[src/rtl/crc_code_pkg.sv]
// Shared constants and types for the CRC code path (serial decoder and encoder).
//   DEF_DATA_WIDTH / DEF_CRC_WIDTH : default payload and check widths
//   DEF_POLY / DEF_INIT            : generator polynomial (no implicit top term) and LFSR seed
//   DEF_N                          : default codeword width
//   state_t                        : serial checker FSM states
package crc_code_pkg;

  localparam int DEF_DATA_WIDTH = 32;
  localparam int DEF_CRC_WIDTH  = 8;
  localparam logic [DEF_CRC_WIDTH-1:0] DEF_POLY = 8'h07;
  localparam logic [DEF_CRC_WIDTH-1:0] DEF_INIT = 8'h00;
  localparam int DEF_N = DEF_DATA_WIDTH + DEF_CRC_WIDTH;

  typedef enum logic [1:0] {
    IDLE  = 2'd0,
    SHIFT = 2'd1,
    DONE  = 2'd2
  } state_t;

endpackage

[src/rtl/crc_code_lfsr_step.sv]
// One MSB-first step of a Galois CRC LFSR (combinational).
//   lfsr      in  current remainder
//   in_bit    in  next message bit
//   next_lfsr out remainder after absorbing in_bit: (lfsr*x + in_bit*x^W) mod POLY
module crc_code_lfsr_step
  import crc_code_pkg::*;
#(
  parameter int                    CRC_WIDTH = DEF_CRC_WIDTH,
  parameter logic [CRC_WIDTH-1:0]  POLY      = DEF_POLY
) (
  input  logic [CRC_WIDTH-1:0] lfsr,
  input  logic                 in_bit,
  output logic [CRC_WIDTH-1:0] next_lfsr
);

  logic fb;

  assign fb        = in_bit ^ lfsr[CRC_WIDTH-1];
  assign next_lfsr = {lfsr[CRC_WIDTH-2:0], 1'b0} ^ (fb ? POLY : '0);

endmodule

[src/rtl/crc_code_serial_decoder.sv]
// Serial CRC checker for the read path. Captures a stored codeword {data, crc},
// shifts it MSB-first through a Galois LFSR and reports the remainder.
//   clk, rst       rising-edge clock, synchronous active-low reset
//   load_en        capture codeword_in and start a new check (wins over shift_en)
//   shift_en       advance the check by one codeword bit
//   codeword_in    {data, crc} read from memory
//   data_out       payload captured at load
//   syndrome       LFSR remainder, valid from the check_done cycle on
//   crc_error      syndrome != 0, sticky until the next load or reset
//   check_done     one-cycle completion pulse
//   decoder_busy   high while bits are still being shifted
module crc_code_serial_decoder
  import crc_code_pkg::*;
#(
  parameter int                   DATA_WIDTH = DEF_DATA_WIDTH,
  parameter int                   CRC_WIDTH  = DEF_CRC_WIDTH,
  parameter logic [CRC_WIDTH-1:0] POLY       = DEF_POLY,
  parameter logic [CRC_WIDTH-1:0] INIT       = DEF_INIT
) (
  input  logic                            clk,
  input  logic                            rst,
  input  logic                            load_en,
  input  logic                            shift_en,
  input  logic [DATA_WIDTH+CRC_WIDTH-1:0] codeword_in,
  output logic [DATA_WIDTH-1:0]           data_out,
  output logic [CRC_WIDTH-1:0]            syndrome,
  output logic                            crc_error,
  output logic                            check_done,
  output logic                            decoder_busy
);

  localparam int N     = DATA_WIDTH + CRC_WIDTH;
  localparam int CNT_W = $clog2(N);

  state_t               state;
  state_t               next_state;
  logic [N-1:0]         shreg;
  logic [CRC_WIDTH-1:0] lfsr;
  logic [CRC_WIDTH-1:0] lfsr_next;
  logic [CNT_W-1:0]     cnt;
  logic                 do_load;
  logic                 do_shift;
  logic                 last_shift;

  crc_code_lfsr_step #(
    .CRC_WIDTH (CRC_WIDTH),
    .POLY      (POLY)
  ) u_step (
    .lfsr      (lfsr),
    .in_bit    (shreg[N-1]),
    .next_lfsr (lfsr_next)
  );

  // Next-state decode: a load restarts the check from any state, so it is
  // resolved before the per-state behaviour.
  always_comb begin
    next_state = state;
    do_load    = load_en;
    do_shift   = 1'b0;
    last_shift = 1'b0;
    if (load_en) begin
      next_state = SHIFT;
    end else begin
      case (state)
        IDLE:  next_state = IDLE;
        SHIFT: begin
          if (shift_en) begin
            do_shift = 1'b1;
            if (cnt == CNT_W'(N - 1)) begin
              last_shift = 1'b1;
              next_state = DONE;
            end
          end
        end
        DONE:    next_state = IDLE;
        default: next_state = IDLE;
      endcase
    end
  end

  // Registered stage: state, datapath and the decoded status outputs.
  always_ff @(posedge clk) begin
    if (!rst) begin
      state        <= IDLE;
      shreg        <= '0;
      lfsr         <= '0;
      cnt          <= '0;
      data_out     <= '0;
      crc_error    <= 1'b0;
      check_done   <= 1'b0;
      decoder_busy <= 1'b0;
    end else begin
      state        <= next_state;
      check_done   <= (next_state == DONE);
      decoder_busy <= (next_state == SHIFT);
      if (do_load) begin
        shreg     <= codeword_in;
        lfsr      <= INIT;
        cnt       <= '0;
        data_out  <= codeword_in[N-1:CRC_WIDTH];
        crc_error <= 1'b0;
      end else if (do_shift) begin
        shreg <= {shreg[N-2:0], 1'b0};
        lfsr  <= lfsr_next;
        cnt   <= cnt + 1'b1;
        // The flag is taken from the final remainder so it is valid together with check_done.
        if (last_shift) crc_error <= (lfsr_next != '0);
      end
    end
  end

  // The LFSR only moves while shifting, so it holds the final remainder afterwards.
  assign syndrome = lfsr;

endmodule

[config.mk]
export PLATFORM = sky130hd
export DESIGN_NAME = crc_code_serial_decoder
export DESIGN_NICKNAME = d
export VERILOG_FILES = /design/src/rtl/crc_code_pkg.sv /design/src/rtl/crc_code_lfsr_step.sv /design/src/rtl/crc_code_serial_decoder.sv
export SDC_FILE = /design/constraint.sdc
export NUM_CORES = 1
export LEC_CHECK = 0
export ABC_AREA = 1
export CAP_MARGIN = 20
export CORE_UTILIZATION = 25
export DETAILED_ROUTE_END_ITERATION = 12
export GPL_ROUTABILITY_DRIVEN = 0
export SETUP_SLACK_MARGIN = 0.5
export SYNTH_ARGS = -nofsm -noshare
export SYNTH_HDL_FRONTEND = slang
export SYNTH_SLANG_ARGS = --single-unit
[constraint.sdc]
create_clock -name clk -period 1 [get_ports clk]
set_input_delay 0.3 -clock clk [delete_from_list [all_inputs] [get_ports clk]]
set_output_delay 0.3 -clock clk [all_outputs]
set_load 0.1 [all_outputs]
* After elaboration in Yosys (flattened, before gate mapping)
Index checks and enable logic that the tools add are counted.
** Storage, ports and cells
- Memories kept :: 0
- Bits in registers :: 91
- ROM bits :: 0
- Latch bits :: 0
- Input bits :: 44
- Logic and storage cells :: 34
- Bits in writable memories :: 0
** Cells by class
- Bitwise logic cells :: 3
- Add/subtract/negate cells :: 1
- Reductions and logical operators :: 4
- Multipliers :: 0
- Shifts and indexed selects :: 0
- Divide/modulo/power cells :: 0
- Muxes and demuxes :: 14
- Equal/unequal tests :: 4
- $lt $le $gt $ge :: 0
** Operator list (count)
- $mux W40 :: 2
- $mux W2 :: 4
- $reduce_bool A8 Y1 :: 1
- $xor A8 B8 Y8 :: 1
- $mux W1 :: 7
- $add A6 B1 Y6 const B :: 1
- $eq A6 B6 Y1 const B :: 1
- $eq A2 B1 Y1 const B :: 2
- $mux W3 :: 1
- $eq A2 B2 Y1 const B :: 1
- $reduce_and A2 Y1 :: 1
- $reduce_bool A2 Y1 :: 1
- $reduce_or A2 Y1 :: 1
- $not A1 Y1 :: 1
- $xor A1 B1 Y1 :: 1

* Depth between registers and ports, before layout
Gate-level depths: netlist of the first run.
- Depth after elaboration :: 6
- Gate-level depth with buffers :: 10

* By module
A second synthesis of the first run with hierarchy kept.
** Second synthesis, totals
- Cells, all modules :: 492
- Area total of the unflattened synthesis :: 3704.8 um^2
** By module, submodules not included
- crc_code_serial_decoder :: instances 1, cells an instance 471, area each 3598.5 um^2
- crc_code_lfsr_step :: instances 1, cells an instance 21, area each 106.4 um^2

* Worst setup path before layout of the first run
OpenSTA, ideal clock, no wires.
- Path type :: reg-to-reg
- From :: reg lfsr[7], in the netlist syndrome[7]
- To :: reg crc_error
- Cell stages (with the launch flop) :: 11
- Clock period less this slack :: 1879 ps
- Setup time :: 112 ps
- Arrival :: 1767 ps
- Setup slack :: -879 ps
- Buffers on the path :: 0
- Cells stage by stage :: dfxtp_1 inv_1 nand2_1 nand2_1 inv_1 ha_1 nand3_1 nor2_1 nand2_1 nor2_1 nor2_1
** Between the ends
- Longest elaborated chain between the ends :: 4
** RTL lines
- from (decl) :: RTL line crc_code_serial_decoder.sv:38 : logic [CRC_WIDTH-1:0] lfsr;
- from (signal assigned) :: RTL line crc_code_serial_decoder.sv:104 : lfsr <= lfsr_next;
- $xor A1 B1 Y1 :: RTL line crc_code_lfsr_step.sv:18 : assign fb = in_bit ^ lfsr[CRC_WIDTH-1];
- $mux W3 :: RTL line crc_code_lfsr_step.sv:19 : assign next_lfsr = {lfsr[CRC_WIDTH-2:0], 1'b0} ^ (fb ? POLY : '0);
- $xor A8 B8 Y8 :: RTL line crc_code_lfsr_step.sv:19
- $reduce_bool A8 Y1 :: RTL line crc_code_serial_decoder.sv:107 : if (last_shift) crc_error <= (lfsr_next != '0);
- to (signal assigned) :: RTL line crc_code_serial_decoder.sv:107
- to (decl) :: RTL line crc_code_serial_decoder.sv:27 : output logic crc_error,
No other way between the ends.
A chain may end at the register's enable or synchronous reset.

* Final worst setup path of the first run
- From :: reg lfsr[7], in the netlist syndrome[7]
- To :: out syndrome[7]
** RTL lines
- to (decl) :: RTL line crc_code_serial_decoder.sv:26 : output logic [CRC_WIDTH-1:0] syndrome,
No word-level cell between the ends.

==> results.tsv, run 1 <==
stage	metric	value	unit
clock_tree	Max Root-Sink Buffers	2	
finish	Fillers	1204	
floorplanning	IO Count	87	
floorplanning	die area	0.0144	sq mm
setup_path	CP Max Fanout	4	
power_and_ir_drop	leakage	2.94	nW
timing	Worst-Margin Slew	0.334	ns
setup_path	crit-path cells	buf_6, buf_12	
setup_path	max incr delay on CP	0.37	ns
route	vias post-DR	3590	
route	routed length per instance	13.6	um
route	Vias per Instance	4.53	
route	WL final	10.8	mm
timing	Fin. Hold Viols	0	
yosys	Synth Instances	459	
setup_path	Crit Path Class	reg -> out	
route	post-route ant nets	0	
finish	Final #Nets	658	
job	maximum capacitance violations	0	
timing	Slew Viols, Final	0	
setup_path	CP Launch Type	flip-flop	
floorplanning	area of the core	0.0134	sq mm
floorplanning	Die Ht	120	um
clock_tree	CTS Sinks	91	
timing	FMAX	788	MHz
finish	most common cell after layout, fill and taps aside	nand2_1	
setup_path	Reg-to-Reg Start	state[1]	
finish	most frequent cells in the layout	nand2_1 (68), buf_12 (56), dfxtp_4 (43)	
timing	RSZ-0062 raised after global routing	true	
clock_tree	CTS Buf Count	9	
power_and_ir_drop	maximum VDD drop	0.825	mV
yosys	Synth Warn #	0	
run_status	violated checks	negative setup slack	
global_route	pin count of the biggest net entering global routing	23	
timing	period utilisation layout	1.27	
floorplanning	die width	120	um
finish	Area growth syn-to-layout	102	%
setup_path	R2R depth	8	
min_path	hold path depth	4	
min_path	Hold Path End	shreg[0]	
min_path	Hold WC Path Type	in -> reg	
timing	Min Hold Slack	0.360	ns
setup_path	Worst Setup End Kind	output pin	
finish	cell area after layout	0.00705	sq mm
placed_design	detailed placer's ending HPWL	6.78	mm
power_and_ir_drop	P per Cell Area	1380	mW/mm^2
setup_path	Arrival @ worst endpoint	0.97	ns
setup_path	R2R setup slack	-0.25	ns
timing	min cycle time layout	1.27	ns
yosys	synth unique cells	24	
clock_tree	Worst-path clk slew	0.06	ns
clock_tree	clock root cell	clkbuf_16	
placed_design	DP Area	0.00541	sq mm
yosys	Post-Syn Area	0.00348	sq mm
global_route	number of global-route vias before repair	3628	
clock_tree	CTS tree	yes	
placed_design	port bufs	86	
timing	Setup Viol. Count Final	100	
yosys	flops & latches, synth	91	
route	DR iter-0 viols	74	
yosys	Seq/Total Area, Yosys	0.523	
timing	final setup margin	-0.269	ns
global_route	gr ovfl total	0	
yosys	Synth Net Count	505	
yosys	Avg Cell Area, Syn	7.58	sq um
route	drt pass-1 iters	4	
route	Remaining DRCs	0	
setup_path	worst endpoint required time	0.70	ns
global_route	first-pass GRT wire length	17.0	mm
finish	share of cells above drive strength 1	0.576	
setup_path	Worst Setup SP	syndrome[7]	
clock_tree	clk_lat worst skew	0.34	ns
finish	diode count	0	
floorplanning	Initial Utilization	0.260	
run_status	status	finished with violations	
global_route	total routing usage reported by global routing	0.152	
setup_path	worst r2r dst	shreg[13]	
global_route	initial antenna violation count	0	
clock_tree	H-tree lvl count	3	
min_path	hold wc startpoint	load_en	
floorplanning	row cnt	42	
timing	Slew HR	0.775	
timing	skew final	0.00421	ns
setup_path	CP max-delay cell	dfxtp_4	
## power breakdown
group | switching, W | internal [W]
logic | 0.00138 | 0.00115
registers | 0.000241 | 0.00381
clock network | 0.00137 | 0.00180
## per-stage QoR
stage,setup WS [ns],TNS (ns),instances,utilization,power [W]
2_1_floorplan,-0.304,-1.81,459,-,0.00521
3_3_place_gp,-0.644,-47.98,729,0.404,0.00596
3_5_place_dp,-0.711,-52.78,729,0.404,0.00599
4_1_cts,-0.274,-18.39,781,0.489,0.00959
5_1_grt,-0.297,-21.73,792,0.526,0.0101
6_report,-0.269,-18.31,792,0.526,0.00974
## sequential cells by signal, indices dropped and copies added (netlist names)
register and count:
syndrome 8, cnt 6, crc_error 1, shreg 40, data_out 32, decoder_busy 1
check_done 1, state 2
## metal layers
| metal | share of wire | vias up | wire (um) | global-route usage |
|---|---|---|---|---|
| met5 | 0 | - | 0 | 0 |
| met4 | 0.022 | 0 | 242 | 0.0711 |
| met3 | 0.039 | 15 | 417 | 0.0280 |
| met2 | 0.52 | 83 | 5590 | 0.274 |
| met1 | 0.42 | 1674 | 4520 | 0.172 |
| li1 | - | 1818 | - | - |
## kinds of logic (layout without fill, tap and decap cells)
kind of cell / Yosys count / count (layout) / share of synthesized area
buffers and inverters: 51 / 207 / 0.0687
AOI/OAI and AO/OA: 96 / 96 / 0.141
adders and majority gates: 2 / 2 / 0.00719
DFF: 91 / 91 / 0.523
and+or+nand+nor: 219 / 220 / 0.260
## synthesized netlist by cell type (all sizes together)
cell type	instances	area [sq um]
nand2	123	464
a21boi	2	15.0
o22ai	2	12.5
ha	2	25.0
inv	20	75.1
nand4	2	12.5
nor2	52	210
dfxtp	91	1820
nand3b	1	7.51
nand3	40	205
clkbuf	5	18.8
o21a	1	7.51
nor3	1	5.00
buf	26	145
a21oi	49	245
o21ai	42	210
## area by class of cell
cell class | count | area [sq um] | share of cell area
well taps | 176 | 220 | 0.0312
clock buffers | 12 | 256 | 0.0364
repair buffers | 172 | 2350 | 0.334
multi-input cells | 318 | 2110 | 0.299
clock inverters | 3 | 15.0 | 0.00213
inverters | 20 | 101 | 0.0144
flip-flops and latches | 91 | 1990 | 0.283
## repair_timing
action / CTS / global route
endpoints found under the setup margin: 134 / 134
hold buffers: 0 / 0
buffers inserted: 28 / 11
cloned: 9 / 0
resized for setup: 140 / 112
pin swaps: 23 / 26
## critical path, delay by kind of cell, from the launching register on
| family | cells | cell delay [ns] |
|---|---|---|
| buf+inv | 2 | 0.26 |
| flops | 1 | 0.37 |
## worst max path at each step
stage             endpoint  slack, ns
6_report       syndrome[7]      -0.27
5_1_grt          shreg[35]      -0.30
4_1_cts        syndrome[7]      -0.27
3_5_place_dp      shreg[7]      -0.71
3_3_place_gp      shreg[7]      -0.64
2_1_floorplan    crc_error      -0.30
No activity file was read; power rests on OpenSTA's default activity.
==> run 2: changes to the inputs <==
--- a/config.mk
+++ b/config.mk
@@ -10,6 +10,7 @@
 export CORE_UTILIZATION = 25
 export DETAILED_ROUTE_END_ITERATION = 12
 export GPL_ROUTABILITY_DRIVEN = 0
+export RECOVER_POWER = 100
 export SETUP_SLACK_MARGIN = 0.5
 export SYNTH_ARGS = -nofsm -noshare
 export SYNTH_HDL_FRONTEND = slang
==> run 2 against run 1 <==
  * The run still ends with negative setup slack left
  * Core utilization is 0.29 points lower
  * Worst hold slack worse by 0.0028 ns
  * Cell count did not move
  * First-iteration DRC count increased by 42%
  * Clock-buffer cell count did not move
  * Clock skew about the same
  * Combinational power barely moved
  * Non-clock buffer count unchanged
  * Fmax about the same
  * Largest cell class unchanged
  * Highest routed layer unchanged
==> results.tsv, run 2 (synthesis gave the netlist of run 1 again) <==
stage	metric	value	unit	change
run_status	status	finished with violations		unchanged
run_status	violated checks	negative setup slack		unchanged
finish	Fillers	1209		was 1204
global_route	first-pass GRT wire length	17.0	mm	unchanged
timing	Slew Viols, Final	0		unchanged
global_route	number of global-route vias before repair	3628		unchanged
placed_design	detailed placer's ending HPWL	6.78	mm	unchanged
floorplanning	die area	0.0144	sq mm	unchanged
timing	skew final	0.00426	ns	was 0.00421 ns
floorplanning	area of the core	0.0134	sq mm	unchanged
placed_design	DP Area	0.00541	sq mm	unchanged
timing	Setup Viol. Count Final	120		was 100
power_and_ir_drop	maximum VDD drop	0.825	mV	about the same
power_and_ir_drop	leakage	2.93	nW	was 2.94 nW
setup_path	Crit Path Class	reg -> out		unchanged
setup_path	crit-path cells	buf_6, buf_12		unchanged
clock_tree	Max Root-Sink Buffers	2		unchanged
finish	max reg flops	40		unchanged
setup_path	CP Max Fanout	4		unchanged
finish	Final #Nets	658		unchanged
route	drt pass-1 iters	4		unchanged
global_route	initial antenna violation count	0		unchanged
clock_tree	CTS tree	yes		unchanged
finish	most common cell after layout, fill and taps aside	nand2_1		unchanged
clock_tree	H-tree lvl count	3		unchanged
route	Vias per Instance	4.53		about the same
timing	RSZ-0062 raised after global routing	true		unchanged
route	vias post-DR	3586		was 3590
timing	Fin. Hold Viols	0		unchanged
setup_path	Arrival @ worst endpoint	0.97	ns	about the same
clock_tree	clk_lat worst skew	0.34	ns	about the same
finish	most frequent cells in the layout	nand2_1 (68), buf_12 (55), dfxtp_4 (42)		was nand2_1 (68), buf_12 (56), dfxtp_4 (43)
timing	Worst-Margin Slew	0.362	ns	was 0.334 ns
global_route	gr ovfl total	0		unchanged
route	routed length per instance	13.6	um	about the same
setup_path	Worst Setup End Kind	output pin		unchanged
route	WL final	10.8	mm	about the same
power_and_ir_drop	P per Cell Area	1390	mW/mm^2	was 1380 mW/mm^2
route	post-route ant nets	0		unchanged
setup_path	max incr delay on CP	0.37	ns	about the same
floorplanning	Die Ht	120	um	unchanged
placed_design	port bufs	86		unchanged
finish	diode count	0		unchanged
timing	period utilisation layout	1.27		about the same
global_route	pin count of the biggest net entering global routing	23		unchanged
clock_tree	Worst-path clk slew	0.06	ns	about the same
power_and_ir_drop	power consumption	0.00972	W	was 0.00974 W
timing	min cycle time layout	1.27	ns	about the same
floorplanning	IO Count	87		unchanged
finish	share of cells above drive strength 1	0.573		was 0.576
timing	Slew HR	0.758		was 0.775
floorplanning	row cnt	42		unchanged
clock_tree	hold buffers post-CTS	0		unchanged
min_path	Hold WC Path Type	in -> reg		unchanged
route	DR iter-0 viols	105		was 74
clock_tree	CTS Buf Count	9		unchanged
timing	Fin Setup TNS	-19.40	ns	was -18.31 ns
timing	final setup margin	-0.269	ns	about the same
route	Remaining DRCs	0		unchanged
finish	Area growth syn-to-layout	101	%	was 102%
finish	Most flops, register	shreg		unchanged
finish	cell area after layout	0.00701	sq mm	was 0.00705 sq mm
floorplanning	Initial Utilization	0.260		unchanged
timing	FMAX	788	MHz	about the same
setup_path	CP max-delay cell	dfxtp_4		unchanged
clock_tree	clock root cell	clkbuf_16		unchanged
setup_path	CP Launch Type	flip-flop		unchanged
floorplanning	die width	120	um	unchanged
global_route	total routing usage reported by global routing	0.152		unchanged
setup_path	R2R setup slack	-0.25	ns	about the same
setup_path	worst endpoint required time	0.70	ns	about the same
job	maximum capacitance violations	0		unchanged
clock_tree	CTS Sinks	91		unchanged
[run 2: path summary, 6_finish.rpt]
kind	startpoint	end	depth (start not counted)
max	syndrome[7]	syndrome[7]	2
max reg2reg	state[1]	shreg[13]	8
min reg2reg	shreg[1]	shreg[1]	2
min	load_en	shreg[0]	4
[run 2: repair_timing]
action | in CTS | in global routing
gates cloned | 9 | 0
pin swaps | 23 | 26
buffers inserted | 28 | 11
endpoints found under the setup margin | 134 | 134
gates resized for setup | 140 | 112
[run 2: worst max-delay path: cells and delay by family (launching register included)]
kind     cells  cell delay (ns)
flops        1             0.37
buf+inv      2             0.26
[run 2: area by class of cell]
cell class | instances | area [sq um] | share of cell area
multi-input cells | 318 | 2100 | 0.300
clock inverters | 3 | 15.0 | 0.00214
inverters | 20 | 101 | 0.0145
well taps | 176 | 220 | 0.0314
clock buffers | 12 | 256 | 0.0366
flip-flops and latches | 91 | 1990 | 0.284
repair buffers | 172 | 2320 | 0.331
[run 2: stage by stage]
step	hold slack, ns	util	instances	setup slack (ns)
3_3_place_gp	0.450	0.404	729	-0.644
6_report	0.358	0.523	792	-0.269
5_1_grt	0.366	0.523	792	-0.297
2_1_floorplan	0.439	-	459	-0.304
4_1_cts	0.354	0.489	781	-0.274
3_5_place_dp	0.455	0.404	729	-0.711
[run 2: report_power, final]
part	total [W]	switching, W	internal, W
sequential	0.00405	0.000240	0.00381
clock	0.00316	0.00136	0.00179
combinational	0.00251	0.00138	0.00114
[run 2: layer usage]
metal | vias up | share of wire | global-route usage
li1 | 1818 | - | -
met4 | 0 | 0.023 | 0.0711
met5 | - | 0 | 0
met1 | 1676 | 0.42 | 0.172
met3 | 15 | 0.038 | 0.0280
met2 | 77 | 0.52 | 0.274
